--- config.mk ---
export PLATFORM = sky130hd
export DESIGN_NAME = writeback_queue
export DESIGN_NICKNAME = d
export VERILOG_FILES = /design/src/rtl/wb_pkg.sv /design/src/rtl/wb_fwd_match.sv /design/src/rtl/writeback_queue.sv
export SDC_FILE = /design/constraint.sdc
export NUM_CORES = 1
export LEC_CHECK = 0
export CAP_MARGIN = 20
export CORE_MARGIN = 8
export CORE_UTILIZATION = 30
export DETAILED_ROUTE_END_ITERATION = 12
export DONT_BUFFER_PORTS = 1
export GPL_TIMING_DRIVEN = 1
export HOLD_SLACK_MARGIN = 0.06
export PLACE_DENSITY = 0.51
export SKIP_LAST_GASP = 1
export SLEW_MARGIN = 20
export SYNTH_ARGS = -nofsm -noshare
export SYNTH_HDL_FRONTEND = slang
export SYNTH_SLANG_ARGS = --single-unit
--- constraint.sdc ---
create_clock -name CLK -period 5.5 [get_ports CLK]
set_clock_uncertainty 0.2 [all_clocks]
set_input_delay 1.1 -clock CLK [delete_from_list [all_inputs] [get_ports CLK]]
set_output_delay 1.1 -clock CLK [all_outputs]
set_load 0.02 [all_outputs]
--- src/rtl/wb_pkg.sv ---
// Shared widths and the queue entry type for the writeback queue and its
// forwarding search.
package wb_pkg;

   localparam int REG_ADDR_W = 5;
   localparam int DATA_W     = 32;

   typedef struct packed {
      logic [REG_ADDR_W-1:0] addr;
      logic [DATA_W-1:0]     data;
   } wb_entry_t;

endpackage

--- src/rtl/wb_fwd_match.sv ---
// Parallel search of the live queue entries for a register address.
// Reports the youngest matching entry.
import wb_pkg::*;

module wb_fwd_match #(
   parameter int DEPTH = 4
) (
   input  wb_entry_t                    entries [DEPTH],
   input  logic [$clog2(DEPTH)-1:0]     head,
   input  logic [$clog2(DEPTH+1)-1:0]   count,
   input  logic [REG_ADDR_W-1:0]        lookup,
   output logic                         hit,
   output logic [DATA_W-1:0]            data
);

   localparam int PW = $clog2(DEPTH);
   localparam int CW = $clog2(DEPTH+1);

   logic [DEPTH-1:0] match;
   logic [DATA_W-1:0] slot_data [DEPTH];

   // Slot gi is the gi-th oldest entry; it is live only when gi < count.
   for (genvar gi = 0; gi < DEPTH; gi++) begin : g_slot
      logic [PW-1:0] idx;
      assign idx           = head + PW'(gi);
      assign match[gi]     = (CW'(gi) < count) && (entries[idx].addr == lookup);
      assign slot_data[gi] = entries[idx].data;
   end

   // Younger slots come later in the scan and override older matches.
   always_comb begin
      hit  = 1'b0;
      data = '0;
      if (lookup != '0) begin
         for (int i = 0; i < DEPTH; i++) begin
            if (match[i]) begin
               hit  = 1'b1;
               data = slot_data[i];
            end
         end
      end
   end

endmodule

--- src/rtl/writeback_queue.sv ---
// Merges MEM and ALU results into an in-order register-file write stream,
// one write per cycle, with forwarding of pending results.
import wb_pkg::*;

module writeback_queue #(
   parameter int DEPTH = 4
) (
   input  logic                          CLK,
   input  logic                          RST_N,
   input  logic                          MEM_Valid,
   input  logic [REG_ADDR_W-1:0]         MEM_Register,
   input  logic [DATA_W-1:0]             MEM_Data,
   output logic                          MEM_Ready,
   input  logic                          ALU_Valid,
   input  logic [REG_ADDR_W-1:0]         ALU_Register,
   input  logic [DATA_W-1:0]             ALU_Data,
   output logic                          ALU_Ready,
   output logic [REG_ADDR_W-1:0]         Write_Register,
   output logic [DATA_W-1:0]             Write_Data,
   output logic                          RegWrite,
   input  logic [REG_ADDR_W-1:0]         Lookup_Register_1,
   input  logic [REG_ADDR_W-1:0]         Lookup_Register_2,
   output logic                          Fwd_Hit_1,
   output logic                          Fwd_Hit_2,
   output logic [DATA_W-1:0]             Fwd_Data_1,
   output logic [DATA_W-1:0]             Fwd_Data_2,
   output logic [$clog2(DEPTH+1)-1:0]    Count
);

   localparam int PW = $clog2(DEPTH);
   localparam int CW = $clog2(DEPTH+1);

   wb_entry_t     entries_reg [DEPTH];
   logic [PW-1:0] head_reg;
   logic [PW-1:0] tail_reg;
   logic [CW-1:0] count_reg;

   logic [CW-1:0] free_slots;
   logic          mem_push;
   logic          alu_push;
   logic          pop;
   logic [PW-1:0] alu_slot;
   logic          hit_1;
   logic          hit_2;
   logic [DATA_W-1:0] data_1;
   logic [DATA_W-1:0] data_2;

   // Readiness looks only at the registered occupancy; a same-cycle pop
   // never frees a slot for a push.
   assign free_slots = CW'(DEPTH) - count_reg;
   assign MEM_Ready  = RST_N && (count_reg < CW'(DEPTH));
   assign ALU_Ready  = RST_N && ((free_slots >= CW'(2)) ||
                                 ((count_reg < CW'(DEPTH)) && !MEM_Valid));

   // Writes to r0 complete the handshake but are dropped.
   assign mem_push = MEM_Valid && MEM_Ready && (MEM_Register != '0);
   assign alu_push = ALU_Valid && ALU_Ready && (ALU_Register != '0);
   assign alu_slot = tail_reg + PW'(mem_push);

   assign RegWrite       = RST_N && (count_reg != '0);
   assign pop            = RegWrite;
   assign Write_Register = RegWrite ? entries_reg[head_reg].addr : '0;
   assign Write_Data     = RegWrite ? entries_reg[head_reg].data : '0;
   assign Count          = count_reg;

   always_ff @(posedge CLK) begin
      if (!RST_N) begin
         head_reg  <= '0;
         tail_reg  <= '0;
         count_reg <= '0;
      end else begin
         if (pop) begin
            head_reg <= head_reg + PW'(1);
         end
         tail_reg  <= tail_reg + PW'(mem_push) + PW'(alu_push);
         count_reg <= count_reg - CW'(pop) + CW'(mem_push) + CW'(alu_push);
      end
   end

   // Payload flops need no reset: occupancy alone decides what is live.
   always_ff @(posedge CLK) begin
      if (mem_push) begin
         entries_reg[tail_reg] <= '{addr: MEM_Register, data: MEM_Data};
      end
      if (alu_push) begin
         entries_reg[alu_slot] <= '{addr: ALU_Register, data: ALU_Data};
      end
   end

   wb_fwd_match #(.DEPTH(DEPTH)) u_fwd_1 (
      .entries (entries_reg),
      .head    (head_reg),
      .count   (count_reg),
      .lookup  (Lookup_Register_1),
      .hit     (hit_1),
      .data    (data_1)
   );

   wb_fwd_match #(.DEPTH(DEPTH)) u_fwd_2 (
      .entries (entries_reg),
      .head    (head_reg),
      .count   (count_reg),
      .lookup  (Lookup_Register_2),
      .hit     (hit_2),
      .data    (data_2)
   );

   assign Fwd_Hit_1  = RST_N && hit_1;
   assign Fwd_Hit_2  = RST_N && hit_2;
   assign Fwd_Data_1 = RST_N ? data_1 : '0;
   assign Fwd_Data_2 = RST_N ? data_2 : '0;

endmodule

* Word level (Yosys, flattened, before mapping) *
Cells that the tools add are included.

cells by class
  add/sub/neg operators = 9
  magnitude comparators = 14
  equality and inequality tests = 8
  mux-type cells = 44
  bitwise operators = 6
  reduce and logical (&&, ||, !) cells = 27

operators with widths
  kind                                                               count
  two-way mux 32 bit                                                 13
  two-way mux 37 bit                                                 10
  binary-select mux 37 bit (select 2 bit)                            4
  bitwise mux 148 bit                                                2
  two-way mux 148 bit                                                2
  demux 37 bit (select 2 bit)                                        2
  equality test 5 bit                                                8
  logical AND 1 bit                                                  20
  nonzero test 5 bit                                                 4
  greater-or-equal comparator 3 bit, second input constant           6
  inverter 2 -> 3 bit                                                6
  two-way mux 1 bit                                                  10
  adder 3 x 1 -> 3 bit                                               2
  less-than comparator 1 x 3 -> 1 bit, first input constant          2
  less-than comparator 2 x 3 -> 1 bit, first input constant          2
  less-than comparator 3 x 1 -> 1 bit, second input constant         2
  two-way mux 5 bit                                                  1
  adder 2 x 1 -> 2 bit                                               2
  adder 2 bit, second input constant                                 2
  greater-or-equal comparator 3 x 2 -> 1 bit, second input constant  1
  less-than comparator 3 bit, second input constant                  1
  nonzero test 3 bit                                                 1
  subtractor 3 x 1 -> 3 bit                                          1
  subtractor 3 bit, first input constant                             1
  3 further kinds                                                    3

storage, ports and cells
  register bits = 155
  output and inout bits = 109

* Depth between registers and ports, before layout *
Gate-level depths: netlist of the first run.

  word-level depth = 12
  depth in mapped cells = 14
  depth with buffers taken out = 12

* Modules after synthesis *
A second synthesis of the first run with hierarchy kept.

unflattened totals
  cells, all modules = 2342
  area total of the unflattened synthesis = 18487.7 µm²

modules (own cells, without submodules)
  module           instances  cells each  area an instance (µm²)  sequential area each (µm²)
  writeback_queue  1          1138        10327.4                 3103.0
  wb_fwd_match     2          602         4080.2                  0.0

* Least setup slack after synthesis of the first run *
OpenSTA, ideal clock, no wires.

  path type = input to output
  start = in Lookup_Register_2[2]
  end = out Fwd_Data_2[12]
  arrival = 3.278 ns
  data required time = 4.200 ns
  slack = 0.922 ns
  cell stages on the path = 11
  buffers on the path = 4
  cell sequence = clkbuf_1 > xor2_1 > nor4_4 > and2_1 > buf_4 > buf_2 > buf_2 > a221oi_1 > a21oi_1 > a2bb2oi_1 > a211oi_1

between the ends
  longest elaborated chain between the ends = 8
  elaborated cells on any way between the ends = 15
  those cells by class = 4 x eq/ne; 6 x mux; 5 x reduce/logical

RTL lines
  element                           line                    source
  start, declared                   writeback_queue.sv:22   input logic [REG_ADDR_W-1:0] Lookup_Register_2,
  equality test 5 bit               wb_fwd_match.sv:26      assign match[gi] = (CW'(gi) < count) && (entries[idx].addr == lookup);
  logical AND 1 bit                 wb_fwd_match.sv:26
  two-way mux 32 bit (4 in series)  wb_fwd_match.sv:36      if (match[i]) begin
  two-way mux 32 bit *              wb_fwd_match.sv:34      if (lookup != '0) begin
  two-way mux 32 bit *              writeback_queue.sv:111  assign Fwd_Data_2 = RST_N ? data_2 : '0;
  end, declared                     writeback_queue.sv:26   output logic [DATA_W-1:0] Fwd_Data_2,

Mark *: on every way between the ends. The rest lies on a longest branch, timed or not.

* Worst setup path in the final report of the first run *
  start = reg head_reg[1]
  end = out Fwd_Data_2[0]

between the ends
  longest elaborated chain between the ends = 12
  elaborated cells on any way between the ends = 33
  those cells by class = 3 x add/sub; 4 x eq/ne; 18 x mux; 4 x bitwise; 4 x reduce/logical

RTL lines
  element                                                                                                      line                                                        source
  start, declared                                                                                              writeback_queue.sv:34                                       logic [PW-1:0] head_reg;
  start signal, assigned                                                                                       writeback_queue.sv:73                                       head_reg <= head_reg + PW'(1);
  adder 2 x 1 -> 2 bit / inverter 2 -> 3 bit (equally long branches)                                           wb_fwd_match.sv:25, wb_fwd_match.sv:26, wb_fwd_match.sv:27
  inverter 2 -> 3 bit (implied by the code) / binary-select mux 37 bit (select 2 bit) (equally long branches)  wb_fwd_match.sv:26, wb_fwd_match.sv:27
  binary-select mux 37 bit (select 2 bit) / two-way mux 37 bit (equally long branches)                         wb_fwd_match.sv:26, wb_fwd_match.sv:27
  two-way mux 37 bit, on equally long branches                                                                 wb_fwd_match.sv:27, wb_fwd_match.sv:26
  two-way mux 37 bit (implied by the code) / equality test 5 bit (equally long branches)                       wb_fwd_match.sv:26
  equality test 5 bit / logical AND 1 bit (equally long branches)                                              wb_fwd_match.sv:26
  logical AND 1 bit / two-way mux 32 bit (equally long branches)                                               wb_fwd_match.sv:26, wb_fwd_match.sv:36
  two-way mux 32 bit (2 in series)                                                                             wb_fwd_match.sv:36
  two-way mux 32 bit *                                                                                         wb_fwd_match.sv:36
  two-way mux 32 bit *                                                                                         wb_fwd_match.sv:34
  two-way mux 32 bit *                                                                                         writeback_queue.sv:111

Mark *: on every way between the ends. The rest lies on a longest branch, timed or not. The select of a mux whose other input is x is not followed.

==> flow_metrics.py, run 1 <==
metrics = {
    "finish": {
        "largest_reg_flops": 148,
        "fin_area_um2": 15700,
        "finalNetCount": 1942,
        "areaGrowthSynthToFinish_pct": 10.4,
        "num-fill-cells": 4991,
        "fin_util_pct": 33.2,
        "layout-drive-gt1-share_pct": 9.65,
        "diodes": 0,
    },
    "timing": {
        "setup_tns_ps": 0,
        "setup_slack_ps": 217,
        "setup_violations": 0,
        "timing.hold.ws_ps": 356,
        "final.period_utilization_pct": 96.1,
        "max_freq_mhz": 189,
        "tightest_slew_ps": 1040,
        "rsz0062_at_grt": "false",
        "drv_slew": 0,
        "hold_viol_final": 0,
        "slew_headroom_pct": 30.4,
        "min_period_ps": 5280,
    },
    "min_path": {
        "min_from": "entries_reg[74]",
        "hp-class": "register to register",
        "worstHoldPathCells": 2,
        "hold_path_end": "entries_reg[74]",
    },
    "synthesis": {
        "yosys_warnings": 0,
        "synth-edff-count": 0,
        "ys_seq_elements": 155,
        "synth_most_common_cell": "mux2i_1",
        "synth.largest_area_cell": "dfxtp_1",
        "async_reset_ff_share_pct": 0,
        "ys_types": 67,
        "ys.flop_type": "dfxtp_1",
        "synth_common_cells": "mux2i_1 (264), a21oi_1 (231), nor2_1 (196), nand2_1 (162), dfxtp_1 (155)",
        "synth_top_area_share_pct": 21.8,
        "synth_nets": 2021,
        "synthesis.area_um2": 14300,
        "synthTopCellsByArea": "dfxtp_1 (22%), mux2i_1 (19%), a21oi_1 (8.1%)",
        "avgSynthCellArea_um2": 7.42,
        "syn_inst": 1921,
        "ys_seq_area_share_pct": 21.8,
    },
    "floorplan": {
        "core_um2": 47300,
        "die-height_um": 234,
        "io-pin-count": 197,
        "chipWidth_um": 234,
        "die-area_um2": 54700,
        "initial_core_util_pct": 30.1,
        "rows": 80,
    },
    "grt": {
        "grt_first_pass_wirelength_um": 84900,
        "grt_antenna_before_repair": 2,
        "gr-total-overflow": 0,
        "grt_max_degree": 195,
        "grt_usage_pct": 20.7,
        "first_global_vias": 13400,
    },
    "cts": {
        "cts_hold_buf": 0,
        "numCtsBuffers": 17,
        "worstSkewPairLatency_ps": 500,
        "cts.htree.levels": 4,
        "cts.path.max_buffers": 2,
        "cts_tree": "yes",
        "cts.clk_slew.worst_paths_ps": 70,
        "cts_root_buffer": "clkbuf_16",
        "numClockSinks": 155,
    },
    "setup_path": {
        "cp_slowest_cell": "or4b_4",
        "setup.worst_path.start_class": "register",
        "r2r-end": "entries_reg[75]",
        "reg2reg_from": "Count[0]",
        "crit_path_max_incr_delay_ps": 900,
        "worstSetupPathType": "register to output pin",
        "r2r_cells": 11,
        "critPathCaptureType": "output pin",
        "worstPathArrival_ps": 3980,
        "crit_chain": "buf_8 > mux2_2 > mux2i_4 > xor2_1 > nand4_1 > or4b_4 > nand2b_1 > a21oi_1 > buf_4",
        "crit_required_ps": 4200,
        "crit_fanout": 65,
        "reg2reg_slack_ps": 1260,
    },
    "routing": {
        "drc": 0,
        "ant_nets": 0,
        "drt-total-wl_um": 58300,
        "num_vias": 14500,
        "drtPass1Iterations": 7,
        "wire_per_inst_um": 23.6,
        "vias_per_cell": 5.86,
        "drt_first_iter_violations": 1373,
    },
    "pwr": {
        "worst_ir_drop_vdd_v": 0.000321,
        "powerDensity_nw_per_um2": 634,
        "p_leak_nw": 5.85,
    },
    "placed_design": {
        "placed_area_um2": 15000,
        "place_congestion": 0.902,
        "dp_slack_ps": 505,
        "numPortBuffers": 0,
        "hpwl_um": 37700,
    },
    "status": {
        "run_status": "complete, no violations",
    },
    "job": {
        "drv_cap": 0,
    },
}
[logic make-up (layout without fill, tap and decap cells)]
kind of cell | Yosys count | count (layout) | share of synthesized area, %
AO/OA/AOI/OAI | 630 | 631 | 27.7
flip-flops | 155 | 155 | 21.8
multiplexers | 288 | 288 | 21.6
adder cells (fa/ha/maj) | 12 | 12 | 1.16
XOR/XNOR | 45 | 45 | 2.77
AND/OR/NAND/NOR | 531 | 531 | 16.9
buffers and inverters | 260 | 193 | 8.10
[cells in the final DEF, fill, tap and decap left out, drive strengths merged, types with 2 or more instances in the layout]
cell / count
o21ai: 168
ha: 10
nor2: 196
nor4: 5
nand2: 162
a21oi: 233
or4: 4
nand2b: 8
or3: 30
o211a: 3
o221ai: 27
nand3: 35
clkinv: 4
a2bb2o: 2
fa: 2
xnor2: 21
a221oi: 29
mux2: 10
mux2i: 265
nor3b: 2
a2bb2oi: 57
a2111oi: 2
nor2b: 35
buf: 94
xor2: 24
o211ai: 5
a22o: 2
clkbuf: 17
o311ai: 28
mux4: 13
dfxtp: 155
a31oi: 3
nor3: 4
inv: 76
and3: 31
a211oi: 60
nand4: 3
and2: 12
o21a: 2
[metal layers]
metal / part of all wire, % / global-route usage, %
met1: 43 / 26.1
met2: 45 / 32.6
met3: 8.3 / 5.49
met4: 3.8 / 9.70
met5: 0 / 0
[critical path: cells and delay by family (launching register included)]
| family | cells | cell delay [ps] |
|---|---|---|
| flops | 1 | 520 |
| xor+xnor | 1 | 160 |
| simple gates | 3 | 1310 |
| compound gates | 1 | 400 |
| buf+inv | 2 | 460 |
| mux | 2 | 590 |
[repair_timing]
action                                  4_1_cts  5_1_grt
pin swaps                                     0        2
setup buffers                                 1        5
cloned                                        0        1
endpoints found under the setup margin        3       35
gates resized for setup                       1        5
[how the worst max path moves through the flow]
| stage | startpoint | endpoint | cells after the start |
|---|---|---|---|
| after floorplan | Lookup_Register_2[2] | Fwd_Data_2[12] | 11 |
| after global placement | head_reg[0] | Fwd_Data_2[20] | 10 |
| after detailed placement | head_reg[0] | Fwd_Data_2[23] | 10 |
| after CTS | head_reg[1] | Fwd_Data_1[3] | 10 |
| after global routing | head_reg[0] | Fwd_Data_2[15] | 11 |
| final | head_reg[1] | Fwd_Data_2[0] | 9 |
[stage by stage]
stage               power [W]  std cells
floorplan             0.00703       1921
global placement      0.00843       2430
detailed placement    0.00855       2430
CTS                   0.00987       2463
global route           0.0108       2470
finish                0.00997       2470
[power by group]
part / switching, W / internal [W] / leakage (nW)
registers: 0.000649 / 0.00170 / 1.30
clock network: 0.000622 / 0.000649 / 0.293
logic: 0.00386 / 0.00249 / 4.26
total: 0.00513 / 0.00484 / 5.85
[cell type report]
type | instances | area [um^2] | share of cell area (%)
timing repair buffer | 94 | 841 | 5.34
sequential | 155 | 3110 | 19.8
clock inverter | 15 | 170 | 1.08
inverter | 67 | 251 | 1.60
clock buffer | 17 | 425 | 2.70
multi-input combinational | 1507 | 10200 | 64.6
tap | 615 | 769 | 4.89
(Power assumes the default switching activity.)
==> run 2, diff against run 1 <==
CAP_MARGIN = 30   (was 20)
==> run 2 against run 1 <==
Effect of this change:
- flip-flop and latch count did not move
- clock-buffer cell count unchanged
- critical path depth stayed put
- final cell count about the same
- global-route usage shrank 0.077 points
- maximum frequency shrank 1.5%
- largest power group unchanged
==> flow_metrics.py, run 2 (synthesis gave the netlist of run 1 again) <==
metrics = {
    "grt": {
        "grt_usage_pct": 20.6,
        "grt_first_pass_wirelength_um": 85000,
        "gr-total-overflow": 0,
        "grt_antenna_before_repair": 2,
        "first_global_vias": 13300,
        "grt_max_degree": 195,
    },
    "pwr": {
        "p_leak_nw": 5.88,
        "powerDensity_nw_per_um2": 633,
        "pwr-share-seq_pct": 23.6,
        "p_sw_w": 0.00511,
        "pwr-share-comb_pct": 63.7,
        "swShare_pct": 51.3,
        "pwr-share-clk_pct": 12.7,
        "worst_ir_drop_vdd_v": 0.000338,
        "p_int_w": 0.00485,
        "p_total_w": 0.00997,
    },
    "floorplan": {
        "die-height_um": 234,
        "core_um2": 47300,
        "rows": 80,
        "chipWidth_um": 234,
        "die-area_um2": 54700,
        "io-pin-count": 197,
        "initial_core_util_pct": 30.1,
    },
    "cts": {
        "worstSkewPairLatency_ps": 490,
        "numCtsBuffers": 17,
        "cts_root_buffer": "clkbuf_16",
        "cts.htree.levels": 4,
        "numClockSinks": 155,
        "cts.clk_slew.worst_paths_ps": 70,
        "cts.path.max_buffers": 2,
        "cts_tree": "yes",
        "cts_hold_buf": 0,
    },
    "finish": {
        "diodes": 0,
        "final_common_cell": "mux2i_1",
        "final_cell_mix": "mux2i_1 (264), a21oi_1 (230), nor2_1 (193), nand2_1 (161), dfxtp_1 (153)",
        "finalNetCount": 1944,
        "areaGrowthSynthToFinish_pct": 10.6,
        "fin_util_pct": 33.3,
        "largest_reg_flops": 148,
        "layout-drive-gt1-share_pct": 9.69,
    },
    "routing": {
        "drtPass1Iterations": 8,
        "drt_first_iter_violations": 1330,
        "drc": 0,
        "wire_per_inst_um": 23.4,
        "drt-total-wl_um": 57900,
        "ant_nets": 0,
        "num_vias": 14500,
        "vias_per_cell": 5.88,
    },
    "status": {
        "run_status": "complete, no violations",
    },
    "setup_path": {
        "critPathLaunch": "head_reg[1]",
        "r2r-end": "entries_reg[95]",
        "critPathCaptureType": "output pin",
        "crit_fanout": 18,
        "crit_end": "Fwd_Data_1[4]",
        "reg2reg_slack_ps": 1230,
        "worstPathArrival_ps": 4060,
        "reg2reg_from": "Count[1]",
        "setup.worst_path.start_class": "register",
        "r2r_cells": 11,
        "crit_required_ps": 4200,
        "worstSetupPathType": "register to output pin",
    },
    "timing": {
        "max_freq_mhz": 187,
        "timing.hold.ws_ps": 355,
        "hold_viol_final": 0,
        "final.period_utilization_pct": 97.5,
        "setup_violations": 0,
        "slew_headroom_pct": 36.0,
        "tightest_slew_ps": 961,
        "min_period_ps": 5360,
        "drv_slew": 0,
    },
    "min_path": {
        "min_from": "entries_reg[74]",
        "hp-class": "register to register",
    },
    "placed_design": {
        "place_congestion": 0.902,
        "hpwl_um": 38100,
        "numPortBuffers": 0,
    },
    "job": {
        "drv_cap": 0,
    },
}
-- run 2: worst min-delay path by stage --
stage	to	cells past startpoint	slack (ps)
floorplan	entries_reg[142]	2	310
global placement	entries_reg[88]	2	340
detailed placement	entries_reg[88]	2	340
CTS	entries_reg[85]	2	360
global route	entries_reg[88]	2	380
finish	entries_reg[74]	2	360
-- run 2: power groups by stage --
stage / logic, W / clock network (W) / registers [W]
global placement: 0.00606 / 0 / 0.00236
detailed placement: 0.00616 / 0 / 0.00240
floorplan: 0.00492 / 0 / 0.00211
finish: 0.00635 / 0.00126 / 0.00236
global route: 0.00694 / 0.00134 / 0.00245
CTS: 0.00621 / 0.00130 / 0.00236
-- run 2: cell type report --
cell class	count	area, um^2
Sequential cell	155	3110
Clock buffer	17	425
Inverter	67	251
Tap cell	615	769
Fill cell	4980	31600
Clock inverter	15	173
Multi-Input combinational cell	1506	10100
Timing Repair Buffer	97	880
-- run 2: critical path, stage by stage, from the launching register on --
cell	delay [ps]
dfxtp_4	530
mux4_2	610
xor2_1	170
nor4_1	450
o211ai_1	430
a21oi_4	280
buf_4	380
o221ai_1	200
o21ai_0	170
and3_1	350
-- run 2: metrics by stage --
stage	worst slack (ps)	instances	setup TNS (ps)	instance area [um^2]
4_1_cts	39.2	2466	0	15700
3_5_place_dp	479	2433	0	15100
2_1_floorplan	922	1921	0	14300
6_report	138	2472	0	15800
3_3_place_gp	513	2430	0	15000
5_1_grt	-5.01	2472	-5.01	15800
-- run 2: routing by layer --
layer / track usage [%] / up-vias / wire length [um]
li1: - / 6849 / -
met1: 25.9 / 6936 / 24700
met2: 33.1 / 653 / 26600
met3: 5.15 / 104 / 4820
met4: 8.93 / 0 / 1860
met5: 0 / - / 0
-- run 2: repair_timing --
action | 4_1_cts | 5_1_grt
setup endpoints to repair | 10 | 28
gates resized for setup | 1 | 2
buffers inserted | 1 | 4
==> run 3, diff against run 2 <==
MAX_ROUTING_LAYER = met4   (was not set)
==> run 3 against run 2 <==
Effect of this change:
- critical path depth rose by 2
- cell area fell by 0.17%
- first-iteration DRC count rose by 17%
- combinational power fell by 1%
- non-clock buffer count fell by 2
- maximum frequency fell by 0.30%
- clock power barely moved
- routed wire length barely moved
==> flow_metrics.py, run 3 (synthesis gave the netlist of run 1 again) <==
metrics = {
    "setup_path": {
        "reg2reg_from": "Count[0]",
        "crit_chain": "mux4_2 > xor2_1 > nor4_4 > buf_4 > and2_2 > buf_12 > or3_1 > o311ai_0 > a2bb2oi_1 > a211oi_1 > buf_4",
        "r2r_cells": 10,
        "crit_fanout": 59,
        "worstSetupPathType": "register to output pin",
        "setup.worst_path.start_class": "register",
        "crit_required_ps": 4200,
        "critPathLaunch": "head_reg[0]",
        "cp_slowest_cell": "a211oi_1",
        "r2r-end": "entries_reg[66]",
        "reg2reg_slack_ps": 1150,
        "worstPathArrival_ps": 4080,
        "critPathCaptureType": "output pin",
        "crit_end": "Fwd_Data_2[3]",
        "crit_path_max_incr_delay_ps": 590,
        "path_common_cell": "buf_4",
    },
    "min_path": {
        "hp-class": "register to register",
    },
    "grt": {
        "grt_antenna_before_repair": 0,
        "grt_usage_pct": 21.2,
        "first_global_vias": 13400,
        "gr-total-overflow": 0,
        "grt_first_pass_wirelength_um": 85300,
        "grt_max_degree": 200,
    },
    "floorplan": {
        "core_um2": 47300,
        "chipWidth_um": 234,
        "initial_core_util_pct": 30.1,
        "die-height_um": 234,
        "rows": 80,
        "io-pin-count": 197,
        "die-area_um2": 54700,
    },
    "pwr": {
        "pwr-share-comb_pct": 63.4,
        "worst_ir_drop_vdd_v": 0.000369,
        "p_leak_nw": 5.85,
        "swShare_pct": 51.3,
        "pwr-share-clk_pct": 12.8,
        "p_sw_w": 0.00509,
        "powerDensity_nw_per_um2": 630,
        "pwr-share-seq_pct": 23.8,
        "p_int_w": 0.00483,
    },
    "cts": {
        "numCtsBuffers": 17,
        "cts.htree.levels": 4,
        "worstSkewPairLatency_ps": 500,
        "numClockSinks": 155,
        "cts_root_buffer": "clkbuf_16",
        "cts.path.max_buffers": 2,
        "cts.clk_slew.worst_paths_ps": 70,
        "cts_tree": "yes",
    },
    "finish": {
        "diodes": 0,
        "final_common_cell": "mux2i_1",
        "finalNetCount": 1942,
        "largest_reg_flops": 148,
        "fin_util_pct": 33.2,
        "layout-drive-gt1-share_pct": 9.49,
        "final_cell_mix": "mux2i_1 (264), a21oi_1 (230), nor2_1 (193), nand2_1 (161), dfxtp_1 (153)",
        "num-fill-cells": 5010,
        "areaGrowthSynthToFinish_pct": 10.4,
    },
    "timing": {
        "slew_headroom_pct": 35.3,
        "rsz0062_at_grt": "false",
        "drv_slew": 0,
        "setup_tns_ps": 0,
        "setup_violations": 0,
        "final.period_utilization_pct": 97.8,
        "tightest_slew_ps": 970,
        "min_period_ps": 5380,
        "hold_viol_final": 0,
        "max_freq_mhz": 186,
    },
    "routing": {
        "drt-total-wl_um": 57900,
        "drc": 0,
        "wire_per_inst_um": 23.4,
        "num_vias": 14600,
        "drtPass1Iterations": 5,
        "ant_nets": 0,
        "vias_per_cell": 5.89,
        "drt_first_iter_violations": 1556,
    },
    "placed_design": {
        "hpwl_um": 38100,
        "numPortBuffers": 0,
        "place_congestion": 0.920,
    },
    "status": {
        "run_status": "complete, no violations",
    },
    "job": {
        "drv_cap": 0,
    },
}
[run 3: power groups by stage]
stage               Sequential, W  Combinational, W  Clock, W
CTS                       0.00235           0.00620   0.00130
global placement          0.00236           0.00605         0
detailed placement        0.00239           0.00615         0
finish                    0.00236           0.00628   0.00127
floorplan                 0.00211           0.00492         0
global route              0.00244           0.00691   0.00135
[run 3: worst max-delay path: cells and delay by family, from the launching register on]
| kind | cells | cell delay [ps] |
|---|---|---|
| simple gates | 3 | 650 |
| mux | 1 | 570 |
| buf+inv | 3 | 760 |
| compound gates | 3 | 910 |
| xor+xnor | 1 | 190 |
| flops | 1 | 500 |
[run 3: area by class of cell]
class,count,area (um^2),area share (%)
multi-input cells,1506,10100,64.4
flip-flops and latches,155,3110,19.8
repair buffers,95,862,5.48
well taps,615,769,4.89
clock buffers,17,425,2.70
inverters,67,251,1.60
clock inverters,15,174,1.11
[run 3: what timing repair did]
action,in CTS,in global routing
hold buffers,0,0
pin swaps,0,1
setup endpoints to repair,1,19
buffers inserted,1,2
resized for setup,1,0
cloned,0,0
[run 3: through the flow]
stage / hold slack (ps) / setup WS (ps) / std cells / power [W] / instance area (um^2)
5_1_grt: 383 / 14.2 / 2470 / 0.0107 / 15700
3_3_place_gp: 337 / 551 / 2432 / 0.00841 / 15000
3_5_place_dp: 345 / 538 / 2435 / 0.00854 / 15100
4_1_cts: 354 / 71.1 / 2468 / 0.00985 / 15700
2_1_floorplan: 315 / 922 / 1921 / 0.00703 / 14300
6_report: 357 / 122 / 2470 / 0.00992 / 15700
[run 3: how the worst min path moves through the flow]
stage | from | endpoint | cells after the start
CTS | entries_reg[104] | entries_reg[104] | 2
global route | entries_reg[80] | entries_reg[80] | 2
floorplan | entries_reg[142] | entries_reg[142] | 2
finish | entries_reg[90] | entries_reg[90] | 2
detailed placement | entries_reg[90] | entries_reg[90] | 2
global placement | entries_reg[104] | entries_reg[104] | 2
[run 3: routing by layer]
metal,global-route usage (%),share of wire (%),up-vias
li1,-,-,6845
met1,26.0,42,6929
met2,33.4,47,669
met3,5.13,8.1,108
met4,8.36,2.9,0
met5,-,0,-
